## config.mk

```make
export PLATFORM = sky130hd
export DESIGN_NAME = cwm_phase_gen
export DESIGN_NICKNAME = d
export VERILOG_FILES = /design/src/rtl/cwm_pkg.sv /design/src/rtl/cwm_lfsr16.sv /design/src/rtl/cwm_phase_gen.sv
export SDC_FILE = /design/constraint.sdc
export NUM_CORES = 1
export LEC_CHECK = 0
export BUFFER_PORTS_ARGS = -buffer_cell sky130_fd_sc_hd__buf_2
export CELL_PAD_IN_SITES_DETAIL_PLACEMENT = 1
export CELL_PAD_IN_SITES_GLOBAL_PLACEMENT = 2
export CORE_MARGIN = 2
export CORE_UTILIZATION = 37
export CTS_CLUSTER_DIAMETER = 60
export DETAILED_ROUTE_END_ITERATION = 16
export PLACE_DENSITY = 0.89
export SKIP_LAST_GASP = 1
export SLEW_MARGIN = 5
export SYNTH_ARGS = -nofsm -noshare
export SYNTH_HDL_FRONTEND = slang
export SYNTH_SLANG_ARGS = --single-unit
```

## constraint.sdc

```tcl
create_clock -name clk -period 6.8 [get_ports clk]
set_clock_uncertainty 0.1 [all_clocks]
set_input_delay 1.36 -clock clk [delete_from_list [all_inputs] [get_ports clk]]
set_output_delay 1.36 -clock clk [all_outputs]
set_load 0.05 [all_outputs]
```

## src/rtl/cwm_pkg.sv

```systemverilog
`default_nettype none
// +--------------------------------------------------------------------+
// | cwm_pkg : shared constants and types for the CWM phase generator   |
// | Rev 1.0                                                            |
// +--------------------------------------------------------------------+
package cwm_pkg;
  localparam logic signed [15:0] PI_Q      = 16'sd25736;  // pi in Q2.13
  localparam int                 PI_A      = 411775;      // pi in accumulator units (Q2.17)
  localparam int                 TWO_PI_A  = 823550;
  localparam logic [15:0]        LFSR_SEED = 16'hACE1;
  // x^16 + x^14 + x^13 + x^11 + 1 -> state bits 15, 13, 12, 10
  localparam logic [15:0]        LFSR_TAPS = 16'hB400;

  typedef enum logic [0:0] {
    IDLE = 1'b0,
    RUN  = 1'b1
  } cwm_state_t;
endpackage
`default_nettype wire

```

## src/rtl/cwm_lfsr16.sv

```systemverilog
`default_nettype none
// +--------------------------------------------------------------------+
// | cwm_lfsr16 : 16-bit Fibonacci LFSR, exposes its low OUT_W bits     |
// | Rev 1.0                                                            |
// +--------------------------------------------------------------------+
module cwm_lfsr16
  import cwm_pkg::*;
#(
  parameter int OUT_W = 4
) (
  input  logic             clk,
  input  logic             rst,
  input  logic             en,
  output logic [OUT_W-1:0] dither
);
  logic [15:0] r_lfsr;

  always_ff @(posedge clk) begin
    if (rst) begin
      r_lfsr <= LFSR_SEED;
    end else if (en) begin
      r_lfsr <= {r_lfsr[14:0], ^(r_lfsr & LFSR_TAPS)};
    end
  end

  assign dither = r_lfsr[OUT_W-1:0];
endmodule
`default_nettype wire

```

## src/rtl/cwm_phase_gen.sv

```systemverilog
`default_nettype none
// +--------------------------------------------------------------------+
// | cwm_phase_gen : wrapped phase accumulator feeding the TX cordic.   |
// | Optional macro PHASE_DITHER_EN adds LFSR dither before truncation. |
// | Rev 1.0                                                            |
// +--------------------------------------------------------------------+
module cwm_phase_gen
  import cwm_pkg::*;
#(
  parameter int PW    = 16,
  parameter int FW    = 4,
  parameter int LEN_W = 16
) (
  input  logic             clk,
  input  logic             rst,
  input  logic             start,
  input  logic             stop,
  input  logic [PW+FW-1:0] fcw,
  input  logic [PW-1:0]    phase0,
  input  logic [LEN_W-1:0] burst_len,
  output logic [PW-1:0]    theta_out,
  output logic             theta_valid,
  output logic             busy,
  output logic             done
);
  localparam int ACC_W = PW + FW;
  localparam logic signed [ACC_W:0] PI_W     = (ACC_W+1)'(PI_A);
  localparam logic signed [ACC_W:0] TWO_PI_W = (ACC_W+1)'(TWO_PI_A);

  cwm_state_t              state, state_nxt;
  logic signed [ACC_W-1:0] acc, fcw_r, acc_wrapped;
  logic signed [ACC_W:0]   sum, sum_adj;
  logic [LEN_W-1:0]        cnt, len_r;
  logic [PW-1:0]           theta_nxt;
  logic                    launch, abort, last;
  logic                    valid_nxt, done_nxt, step;

  assign launch = (state == IDLE) && start && !stop;
  assign abort  = (state == RUN) && stop;
  assign last   = (state == RUN) && (len_r != '0) && (cnt == len_r - 1'b1);

  always_ff @(posedge clk) begin
    if (rst) state <= IDLE;
    else     state <= state_nxt;
  end

  always_comb begin
    state_nxt = state;
    case (state)
      IDLE:    if (launch) state_nxt = RUN;
      RUN:     if (abort || last) state_nxt = IDLE;
      default: state_nxt = IDLE;
    endcase
  end

  always_comb begin
    valid_nxt = (state == RUN) && !stop;
    done_nxt  = abort || last;
    step      = valid_nxt;
  end

  assign busy = (state == RUN);

  // One extra bit of headroom so a step across +/-pi is detectable before folding back.
  always_comb begin
    sum     = {acc[ACC_W-1], acc} + {fcw_r[ACC_W-1], fcw_r};
    sum_adj = sum;
    if (sum >= PI_W)       sum_adj = sum - TWO_PI_W;
    else if (sum < -PI_W)  sum_adj = sum + TWO_PI_W;
    acc_wrapped = sum_adj[ACC_W-1:0];
  end

`ifdef PHASE_DITHER_EN
  logic [FW-1:0]         dither;
  logic signed [ACC_W:0] dsum;
  logic signed [PW:0]    dq;

  cwm_lfsr16 #(.OUT_W(FW)) u_lfsr (
    .clk    (clk),
    .rst    (rst),
    .en     (step),
    .dither (dither)
  );

  // Dither can push the top code past pi, so clamp to the largest legal value.
  always_comb begin
    dsum = {acc[ACC_W-1], acc} + {{(PW+1){1'b0}}, dither};
    dq   = dsum[ACC_W:FW];
    if (dq > $signed({PI_Q[PW-1], PI_Q} - 1'b1)) theta_nxt = PI_Q - 1'b1;
    else                                        theta_nxt = dq[PW-1:0];
  end
`else
  always_comb begin
    theta_nxt = acc[ACC_W-1:FW];
  end
`endif

  always_ff @(posedge clk) begin
    if (rst) begin
      acc         <= '0;
      fcw_r       <= '0;
      len_r       <= '0;
      cnt         <= '0;
      theta_out   <= '0;
      theta_valid <= 1'b0;
      done        <= 1'b0;
    end else begin
      theta_valid <= valid_nxt;
      done        <= done_nxt;
      if (launch) begin
        acc   <= {phase0, {FW{1'b0}}};
        cnt   <= '0;
        fcw_r <= fcw;
        len_r <= burst_len;
      end else if (step) begin
        theta_out <= theta_nxt;
        acc       <= acc_wrapped;
        cnt       <= cnt + 1'b1;
      end
    end
  end
endmodule
`default_nettype wire
```

== After elaboration in Yosys (flattened, before gate mapping) ==
Index checks and enable logic that the tools add are counted.
Storage, ports and cells
  register bits after elaboration: 91
  input bits: 56
Cells by class
  reduce and logical (&&, ||, !) cells: 12
  muxes and demuxes: 7
  bitwise operators: 2
  equal/unequal tests: 1
  $add $sub $neg: 5
  $lt $le $gt $ge: 2
Operators with widths (count)
  $mux 20: 4
  $add 20x20->21: 1
  $ge 21x20->1 const B: 1
  $lt 21x20->1 const B: 1
  $add 20x19->20 const B: 1
  $sub 20x19->20 const B: 1
  $add 16x1->16 const B: 1
  $eq 16x16->1: 1
  $reduce_bool 16->1: 1
  $sub 16x1->16 const B: 1
  $logic_and 1x1->1: 6
  $mux 1: 2
  $not 1->1: 2
  $pmux 1 s2: 1
  $reduce_and 2->1: 1
  $reduce_bool 2->1: 1
  $reduce_or 2->1: 1
  $logic_not 1->1: 1
  $logic_or 1x1->1: 1

== Logic depth before layout (Yosys ltp) ==
Gate-level depths: netlist of run 1.
  word-level depth: 6
  gate-level depth with buffers: 14
  depth with buffers taken out: 13

== Worst setup path before layout of run 1 ==
Ideal clock, no wire load.
  path kind: register to register
  from: register acc[0]
  to: register acc[4]
  library setup time: 116 ps
  cell stages (with the launch flop): 13
  clock period less this slack: 3845 ps
  setup slack: 2955 ps
  data arrival time: 3630 ps
  cells stage by stage: dfxtp_1 -> ha_1 -> fa_1 -> a21o_1 -> a221oi_2 -> o21bai_1 -> xnor2_1 -> or4_1 -> a311oi_2 -> a311oi_2 -> and3b_1 -> or3_1 -> a31o_1
Between the ends
  longest elaborated chain between the ends: 6
RTL lines
  start: declaration: line cwm_phase_gen.sv:31  | logic signed [ACC_W-1:0] acc, fcw_r, acc_wrapped;
  start signal: assignment: line cwm_phase_gen.sv:111  | acc <= {phase0, {FW{1'b0}}};
  start signal: assignment: line cwm_phase_gen.sv:117  | acc <= acc_wrapped;
  $add 20x20->21 (*): line cwm_phase_gen.sv:66  | sum = {acc[ACC_W-1], acc} + {fcw_r[ACC_W-1], fcw_r};
  $add 20x19->20 or $lt 21x20->1 (tied branches): line cwm_phase_gen.sv:69  | else if (sum < -PI_W) sum_adj = sum + TWO_PI_W;
  $mux 20: line cwm_phase_gen.sv:69
  $mux 20 (*): line cwm_phase_gen.sv:68  | if (sum >= PI_W) sum_adj = sum - TWO_PI_W;
  $mux 20 (*): line cwm_phase_gen.sv:115  | end else if (step) begin
  $mux 20 (*): line cwm_phase_gen.sv:110  | if (launch) begin
Mark *: on every way between the ends. The rest lies on a longest branch, timed or not. The select of a mux whose other input is x is not followed.
A chain may end at the register's enable or synchronous reset.

== Worst setup path after layout of run 1 ==
  from: register acc[4]
  to: register acc[16]
The elaborated chain is that of the path after synthesis.

==> key figures, run 1 <==
Outcome
  • Status: completed

Power
  • Clock power share: between 40% and 50%
  • Sw frac: 31.2%
  • Logic gate share of total power: 21.4%
  • Register share of total power: between 30 and 40%
  • Cell area power density: 210 nW/um^2
  • Leak: between 2 and 3 nW
  • Max VDD drop: 151 uV
  • Switch Pwr: roughly 0.47 mW
  • Internal power: roughly 1.0 mW

Clock network
  • Clock root buffer: clkbuf_16
  • Total CTS buffers: 9
  • Worst skew pair latency: around 360 ps
  • Post-CTS sizing: 0
  • Clock Path Buffers: 2
  • Post-CTS Hold Buffers: 0
  • Clk sink count: 91
  • CTS tree: built
  • H-tree levels: 3
  • Postcts setup bufs: 0
  • Clk slew on worst S/H paths: roughly 70 ps

Routing
  • DRC violations left: 0
  • Vias: between 6000 and 7000
  • Met2 WL: approximately 10 mm
  • Number of iterations in the first detailed-routing pass: 5
  • Overall routed net length: around 21 mm
  • Avg Vias per Cell: 5.86
  • Highest metal used: met4
  • Routed Antenna Nets: 0
  • Starting DRC count in detailed routing: between 300 and 400
  • Routed WL per cell: approximately 19 um
  • Wire length on met1: between 9 and 10 mm
  • WL met3: between 700 and 800 um

Yosys
  • Sequential share of the synthesized area: 29.0%
  • Synth unique cells: between 70 and 80
  • Area contributors post-synth: dfxtp_1 29%, nand2_1 9.3%, a21oi_1 6.9%
  • Cells after synthesis: between 800 and 900
  • Number of flops mapped to enable cells by yosys: 0
  • Syn Std Cell Area: between 6000 and 7000 sq um
  • Ys flop type: dfxtp_1
  • Area fraction of the dominant cell type after synthesis: 29.0%
  • Synth warn: 0
  • Post-synth ARST share: 0%
  • Syn_area_per_cell: 7.50 sq um
  • Post-Syn Nets: between 900 and 1000
  • #FFs+latches synth: 91
  • Synth area leader: dfxtp_1

Timing
  • Minimum period implied by the final worst setup slack: ~4800 ps
  • Final Hold Viols: 0
  • WHS: between 300 and 400 ps
  • Post-route clock period utilization: a little over two thirds
  • Setup TNS: 0 ps
  • Final Max Slew Viols: 0
  • RSZ-0062 raised after global routing: no
  • Slew Limit Headroom: 12.0%
  • Final setup vio count: 0
  • Peak Freq: ~210 MHz
  • Measured slew at the worst slew-check pin: around 1300 ps

Cells and area
  • Commonest non-fill, non-tap cell in the layout: nand2_1
  • Fin nets: between 900 and 1000
  • Number of fill cells: ~2100
  • Fraction of layout cells with a size suffix above 1: between 10% and 20%
  • Most frequent cells in the layout: 156 x nand2_1, 91 x dfxtp_1, 87 x a21oi_1
  • Antenna cells: 0
  • Layout Area Growth over Synthesis: 13.7%

Floorplanning
  • Initial core utilization: 37.9%
  • I/O pins: between 70 and 80
  • Core Region: between 15000 and 20000 sq um
  • Die H: roughly 130 um
  • DIE AREA: between 15000 and 20000 sq um
  • Die X: 134 um
  • Num rows: 47

Critical path
  • CP Class: register to register
  • CP Capture Type: register
  • Crit path launch type: register
  • Beginning of the critical path: acc[4]
  • R2R depth: 11
  • Arrival time at the worst endpoint: between 4000 and 5000 ps
  • Setup slack, reg-to-reg: just over 2000 ps
  • Reg2Reg Capture Point: acc[16]
  • Worst EP required: between 6000 and 7000 ps
  • Critical path peak fanout: 17
  • RR Startpoint: acc[4]
  • Critical Path Sink: acc[16]

Global route
  • Largest net degree at the start of global routing: 73
  • GRT Util Overall: roughly a quarter
  • Global-route wire length before repair: roughly 34 mm
  • Grt ovf: 0
  • Initial antenna violation count: 0
  • Vias in the first global route: 6464

Job
  • Max-cap viol count: 0

Place
  • RD Place Congestion: ~0.9
  • I/O Buffers: 74
  • DP HPWL: between 15 and 20 mm

Min path
  • Hold WC Path Type: register to register
per-layer routing:
metal	global-route usage (%)	up-vias
li1	-	3154
met1	31.2	3190
met2	40.2	119
met3	3.44	22
met4	6.32	0
met5	0	-
metrics by stage:
| step | total power [mW] | worst slack [ps] | util, % | area (sq um) | std cells |
|---|---|---|---|---|---|
| after floorplan | 0.805 | 2950 | - | 6280 | 838 |
| after detailed placement | 0.897 | 2120 | 40.9 | 6790 | 1091 |
| after CTS | 1.51 | 2120 | 43.1 | 7140 | 1107 |
| after global routing | 1.57 | 1780 | 43.1 | 7140 | 1107 |
| after global placement | 0.892 | 2170 | 40.9 | 6790 | 1091 |
| final | 1.50 | 2010 | 43.1 | 7140 | 1107 |
final cells by class:
| type | instances | area (sq um) | area share (%) |
|---|---|---|---|
| flip-flops and latches | 91 | 1820 | 25.5 |
| multi-input cells | 683 | 4210 | 59.0 |
| well taps | 220 | 275 | 3.85 |
| inverters | 17 | 63.8 | 0.893 |
| repair buffers | 80 | 415 | 5.82 |
| clock buffers | 9 | 225 | 3.15 |
| clock inverters | 7 | 130 | 1.82 |
power groups by stage:
stage	Clock (mW)	Combinational (mW)	Sequential, mW
after floorplan	0	0.227	0.578
after detailed placement	0	0.315	0.582
after global placement	0	0.311	0.581
after global routing	0.643	0.354	0.572
after CTS	0.625	0.318	0.570
final	0.610	0.321	0.570
cells in the mapped netlist (4+ instances only):
library cell	number
and2_1	5
nor2b_1	5
and3_1	13
o221ai_1	6
o211ai_1	17
a2111oi_0	5
xor2_1	20
o31a_1	7
o211a_1	4
a31oi_1	8
xnor2_1	22
dfxtp_1	91
nor4_1	7
a22oi_1	16
or2_2	8
nand4_1	8
o21ai_1	4
clkbuf_1	33
o21a_1	11
nor2_1	64
buf_1	7
a211o_1	4
a21o_1	6
or3_1	15
nand2b_1	8
nand2_1	156
nor3_1	11
ha_1	25
o2111ai_1	7
a21oi_1	87
o21ai_0	30
inv_1	16
a211oi_1	9
nand3_1	21
o22ai_1	5
o31ai_1	4
buf_2	5
critical path: stages (launching register included):
cell,delay [ps]
dfxtp_1,330
ha_1,430
a21o_4,290
a31o_1,240
o21ai_1,460
a311oi_1,210
a221oi_2,570
a311oi_1,220
a311oi_2,1120
o21ai_0,340
o2111ai_1,220
o211ai_1,110
worst min-delay path by stage:
stage / endpoint / slack [ps] / from / depth (start not counted)
3_3_place_gp: theta_out[1] / 340 / theta_out[1] / 2
2_1_floorplan: fcw_r[0] / 340 / fcw_r[0] / 2
6_report: theta_out[3] / 350 / theta_out[3] / 2
5_1_grt: theta_out[7] / 370 / theta_out[7] / 2
3_5_place_dp: theta_out[3] / 350 / theta_out[3] / 2
4_1_cts: theta_out[3] / 360 / theta_out[3] / 2
state kept, by name, summed over array words and instances (netlist names):
signal and flops:
len_r 16, busy 1, done 1, theta_out 16
cnt 16, theta_valid 1, acc 20, fcw_r 20
cells by family after synthesis:
logic type	synth area share (%)
AND/OR/NAND/NOR	24.9
AO/OA/AOI/OAI	30.6
flip-flops	29.0
buffers and inverters	4.06
XOR/XNOR	5.85
adder cells (fa/ha/maj)	5.30
multiplexers	0.339
Note: power is estimated with default switching activity, not from simulation.
==> inputs of run 2 (changes only) <==
Settings changed: ABC_AREA from default to 1, CORE_UTILIZATION 37 to 32, PLACE_DENSITY 0.89 to 0.85.
Clock period 6.8 ns to 4.75 ns, I/O delays scaled along.
==> run 2 against run 1 <==
Maximum frequency grew 38%. Power is 46% higher. Routed wire length increased by 12%. Sequential share of layout area decreased by 2.8 points. Largest power group is now sequential cells.
==> key figures, run 2 <==
Job
  • Max-cap viol count: 0

Yosys
  • Syn_area_per_cell: roughly 6.0 sq um
  • Synth unique cells: 37
  • #FFs+latches synth: 91
  • Post-Syn Nets: 1278
  • Cells after synthesis: ~1200
  • Post-synth ARST share: 0%
  • Area fraction of the dominant cell type after synthesis: about a quarter
  • Area contributors post-synth: dfxtp_1 26%, nand2_1 22%, nand3_1 9.3%
  • Most frequent cells after synthesis: 419 x nand2_1, 133 x nand3_1, 125 x inv_1
  • Number of flops mapped to enable cells by yosys: 0
  • Syn Std Cell Area: 7130 sq um
  • Synth area leader: dfxtp_1
  • Synth warn: 0
  • Top-count cell post-synth: nand2_1
  • Ys flop type: dfxtp_1
  • Sequential share of the synthesized area: 25.6%

Routing
  • Routed Antenna Nets: 0
  • DRC violations left: 0
  • Overall routed net length: about 24 mm
  • Avg Vias per Cell: 4.83
  • Number of iterations in the first detailed-routing pass: 4
  • Vias: 7446
  • Routed WL per cell: approximately 15 um
  • Starting DRC count in detailed routing: approximately 260

Global route
  • Vias in the first global route: 7786
  • Grt ovf: 0
  • Initial antenna violation count: 0
  • Global-route wire length before repair: 39.4 mm
  • GRT Util Overall: approximately a fifth
  • Largest net degree at the start of global routing: 54

Floorplanning
  • Core Region: 21800 sq um
  • DIE AREA: between 20000 and 25000 sq um
  • Num rows: 54
  • Initial core utilization: 32.7%
  • Die H: 153 um
  • I/O pins: 75
  • Die X: 153 um

Timing
  • Final Max Slew Viols: 0
  • Slew Limit Headroom: 40.2%
  • Setup TNS: 0 ps
  • Final Hold Viols: 0
  • Final setup vio count: 0
  • Post-route clock period utilization: between 70 and 80%
  • Peak Freq: ~290 MHz
  • Measured slew at the worst slew-check pin: 896 ps
  • RSZ-0062 raised after global routing: no
  • Minimum period implied by the final worst setup slack: ~3500 ps

Clock network
  • Post-CTS sizing: 0
  • Clk slew on worst S/H paths: 70 ps
  • Clk sink count: between 90 and 100
  • Clock root buffer: clkbuf_16
  • CTS tree: built
  • Total CTS buffers: 9
  • H-tree levels: 3
  • Postcts setup bufs: 0
  • Worst skew pair latency: between 300 and 400 ps
  • Clock Path Buffers: 2
  • Post-CTS Hold Buffers: 0

Cells and area
  • Top Registers: acc x20, fcw_r x20
  • Most frequent cells in the layout: 419 x nand2_1, 133 x nand3_1, 125 x inv_1
  • Fraction of layout cells with a size suffix above 1: approximately 15%
  • Antenna cells: 0
  • Final instance area: 8010 sq um
  • Layout Area Growth over Synthesis: 12.4%
  • Fin nets: 1338
  • Number of fill cells: approximately 3000
  • Commonest non-fill, non-tap cell in the layout: nand2_1

Critical path
  • CP Capture Type: register
  • Arrival time at the worst endpoint: about 3600 ps
  • Critical path peak fanout: 5
  • RR Startpoint: fcw_r[0]
  • Worst EP required: between 4000 and 5000 ps
  • Crit path launch type: register
  • Beginning of the critical path: fcw_r[0]
  • CP Class: register to register

Min path
  • Hold WC Path Type: register to register
  • Worst hold path startpoint: fcw_r[16]

Place
  • Placed Area: 7740 sq um
  • RD Place Congestion: around 0.88
  • I/O Buffers: 74
  • DP HPWL: between 15 and 20 mm

Power
  • Leak: 4.11 nW
  • Cell area power density: roughly 270 nW/um^2
  • Total power: between 2 and 2.5 mW
  • Max VDD drop: 150 uV

Outcome
  • Status: completed
==> run 2: path summary, 6_finish.rpt <==
path                     to  slack (ps)  depth (start not counted)
setup / recovery    acc[13]        1270                         18
hold / removal    fcw_r[16]         360                          2
setup reg to reg    acc[13]        1270                         18
hold reg to reg   fcw_r[16]         360                          2
==> run 2: report_power, final <==
part,internal [mW],switching (mW)
registers,0.795,0.0268
logic,0.218,0.464
clock network,0.357,0.325
total,1.37,0.815
==> run 2: cells by family after synthesis <==
family | synth area share, %
compound gates | 6.81
xor+xnor | 5.65
fa+ha+maj | 4.67
buf+inv | 9.94
flops | 25.6
simple gates | 47.4
==> run 2: through the flow <==
step | setup WS, ps | instances | util, % | hold slack, ps
floorplan | 1900 | 1196 | - | 323
global placement | 1280 | 1525 | 35.5 | 334
detailed placement | 1250 | 1525 | 35.5 | 345
CTS | 1240 | 1541 | 36.7 | 360
global route | 877 | 1541 | 36.7 | 372
finish | 1270 | 1541 | 36.7 | 357
==> run 2: worst max-delay path, stage by stage (launching register included) <==
cell     delay (ps)
dfxtp_1         350
ha_1            290
fa_1            490
xor2_1          330
inv_1           130
ha_1            260
nand2_1          80
nor2_1           70
nand3_1         120
nor2_1           80
nor2_1          250
nand2_1         140
nand2_1         130
xor2_1          160
nand2_1          70
nand2_1          80
nand2_1          50
nand3_1         100
a21oi_1          60
==> run 2: per-layer routing <==
| layer | GRT usage [%] | routed length [um] |
|---|---|---|
| met1 | 25.9 | 11100 |
| met2 | 37.0 | 11500 |
| met3 | 2.44 | 587 |
| met4 | 6.31 | 492 |
| met5 | 0 | 0 |
==> run 2: cell type report <==
cell class | count | area (sq um) | share of cell area (%)
multi-input combinational | 927 | 4600 | 57.5
sequential | 91 | 1820 | 22.7
inverter | 147 | 552 | 6.89
timing repair buffer | 80 | 415 | 5.18
tap | 280 | 350 | 4.37
clock buffer | 11 | 233 | 2.90
clock inverter | 5 | 37.5 | 0.468
==> inputs of run 3 (changes only) <==
Clock period 4.75 ns to 3.54 ns, I/O delays scaled along.
==> run 3 against run 2 <==
Worst hold slack worse by 5.3 ps. Combinational power grew 39%. Clock power rose by 43%. Via count up 1.3%. Sequential power grew 34%. Design area is 1.4% higher. Power up 38%. Flip-flop and latch count unchanged. Routed wire length increased by 0.96%. Critical path type unchanged.
==> key figures, run 3 (same netlist as run 2, synthesis figures left out) <==
Timing
  • Peak Freq: a little over 300 MHz
  • Final Hold Viols: 0
  • Setup TNS: 0 ps
  • Slew Limit Headroom: between 60 and 70%
  • Final setup vio count: 0
  • Post-route clock period utilization: 91.3%
  • Measured slew at the worst slew-check pin: roughly 540 ps
  • Minimum period implied by the final worst setup slack: between 3000 and 4000 ps
  • RSZ-0062 raised after global routing: yes
  • WHS: 352 ps
  • Final Max Slew Viols: 0
  • Final setup margin: just over 300 ps

Critical path
  • Critical path peak fanout: 19
  • Crit path launch type: register
  • Worst EP required: roughly 3700 ps
  • CP Capture Type: register
  • Arrival time at the worst endpoint: between 3000 and 4000 ps
  • CP Class: register to register

Clock network
  • Total CTS buffers: 9
  • Clk slew on worst S/H paths: approximately 70 ps
  • Clk sink count: 91
  • Worst skew pair latency: between 300 and 400 ps
  • H-tree levels: 3
  • Clock root buffer: clkbuf_16
  • Clock Path Buffers: 2
  • CTS tree: built
  • Postcts setup bufs: 0

Place
  • Placed Area: 7820 sq um
  • Setup WS pre-CTS: roughly 170 ps
  • RD Place Congestion: approximately 0.9
  • I/O Buffers: between 70 and 80
  • DP HPWL: roughly 19 mm
  • Post-Place Cells: between 1500 and 2000

Global route
  • Largest net degree at the start of global routing: 54
  • GRT Util Overall: just over 20%
  • Vias in the first global route: around 7600
  • Grt ovf: 0
  • Met1 usage: about 27%
  • Initial antenna violation count: 0
  • Grt met3 use: 2.38%
  • Global-route wire length before repair: around 40 mm
  • GRT Max-Usage Layer: met2
  • Met2 Track Usage GR: between 30% and 40%

Power
  • Register share of total power: 36.5%
  • Max VDD drop: ~210 uV
  • Leak: 4.16 nW
  • Sw frac: 36.4%
  • Clock power share: between 30% and 40%
  • Internal power: ~1.9 mW
  • Logic gate share of total power: between 30 and 40%
  • Total power: between 3 and 4 mW
  • Cell area power density: 372 nW/um^2
  • Switch Pwr: 1.10 mW

Floorplanning
  • Initial core utilization: approximately 33%
  • DIE AREA: 23500 sq um
  • Die X: 153 um
  • Die H: 153 um
  • Core Region: roughly 22000 sq um
  • I/O pins: 75
  • Num rows: 54

Cells and area
  • Layout Cells excl Fill: around 1500
  • Top Registers: acc x20, fcw_r x20
  • Most frequent cells in the layout: 419 x nand2_1, 133 x nand3_1, 125 x inv_1
  • Final Core Density: around 37%
  • Commonest non-fill, non-tap cell in the layout: nand2_1
  • Fraction of layout cells with a size suffix above 1: between 15 and 20%
  • Final instance area: 8130 sq um
  • Fin nets: roughly 1300
  • Layout Area Growth over Synthesis: 14.0%
  • Antenna cells: 0

Routing
  • Number of iterations in the first detailed-routing pass: 4
  • Routed Antenna Nets: 0
  • Vias: ~7500
  • Avg Vias per Cell: 4.87
  • Overall routed net length: 23.9 mm
  • DRC violations left: 0
  • Starting DRC count in detailed routing: ~350
  • Routed WL per cell: ~15 um

Job
  • Max-cap viol count: 0

Min path
  • Hold WC Path Type: register to register

Outcome
  • Status: completed
-- run 3: changes by cell type in the layout (fill, tap and decap cells not counted), sizes merged --
cell      delta
clkbuf       -2
buf          +8
clkinv       +1
clkinvlp     -1
bufinv       +1
-- run 3: power groups by stage --
| stage | clock (mW) | sequential [mW] | combinational [mW] |
|---|---|---|---|
| 6_report | 0.978 | 1.10 | 0.944 |
| 5_1_grt | 1.05 | 1.11 | 1.07 |
| 4_1_cts | 1.02 | 1.10 | 0.947 |
| 3_5_place_dp | 0 | 1.13 | 0.940 |
| 3_3_place_gp | 0 | 1.13 | 0.932 |
| 2_1_floorplan | 0 | 1.15 | 0.660 |
-- run 3: what timing repair did --
item | CTS | global route
resized for setup | 0 | 6
hold buffers | 0 | 0
setup endpoints to repair | 0 | 10
-- run 3: per-layer routing --
| layer | vias to the layer above | part of all wire (%) |
|---|---|---|
| met4 | 0 | 1.1 |
| li1 | 3902 | - |
| met1 | 3527 | 48 |
| met2 | 94 | 48 |
| met3 | 18 | 2.4 |
| met5 | - | 0 |
-- run 3: worst max-delay path, cell delays in order, from the launching register on --
cell	delay, ps
dfxtp_1	310
ha_1	270
fa_2	420
nand2_1	90
nand2_1	100
nand3_1	100
nand2_1	100
nand2_1	160
nand2_1	100
nand2_1	90
nand2_2	100
nand2_1	120
nand3_1	100
a21oi_2	170
nand3_2	130
nand2_2	100
nand2_4	160
o21ai_1	190
nand3_1	100
nand2_1	80
inv_1	30
-- run 3: cell type report --
| cell class | count | area (sq um) |
|---|---|---|
| Clock buffer | 9 | 225 |
| Clock inverter | 6 | 65.1 |
| Fill cell | 2989 | 13700 |
| Inverter | 147 | 552 |
| Multi-Input combinational cell | 927 | 4620 |
| Sequential cell | 91 | 1820 |
| Tap cell | 280 | 350 |
| Timing Repair Buffer | 88 | 488 |
-- run 3: final timing paths --
kind                   from        end  slack (ps)  cells after the start
hold / removal    fcw_r[14]  fcw_r[14]         350                      2
setup / recovery     acc[0]     acc[1]         310                     20
hold reg to reg   fcw_r[14]  fcw_r[14]         350                      2
setup reg to reg     acc[0]     acc[1]         310                     20
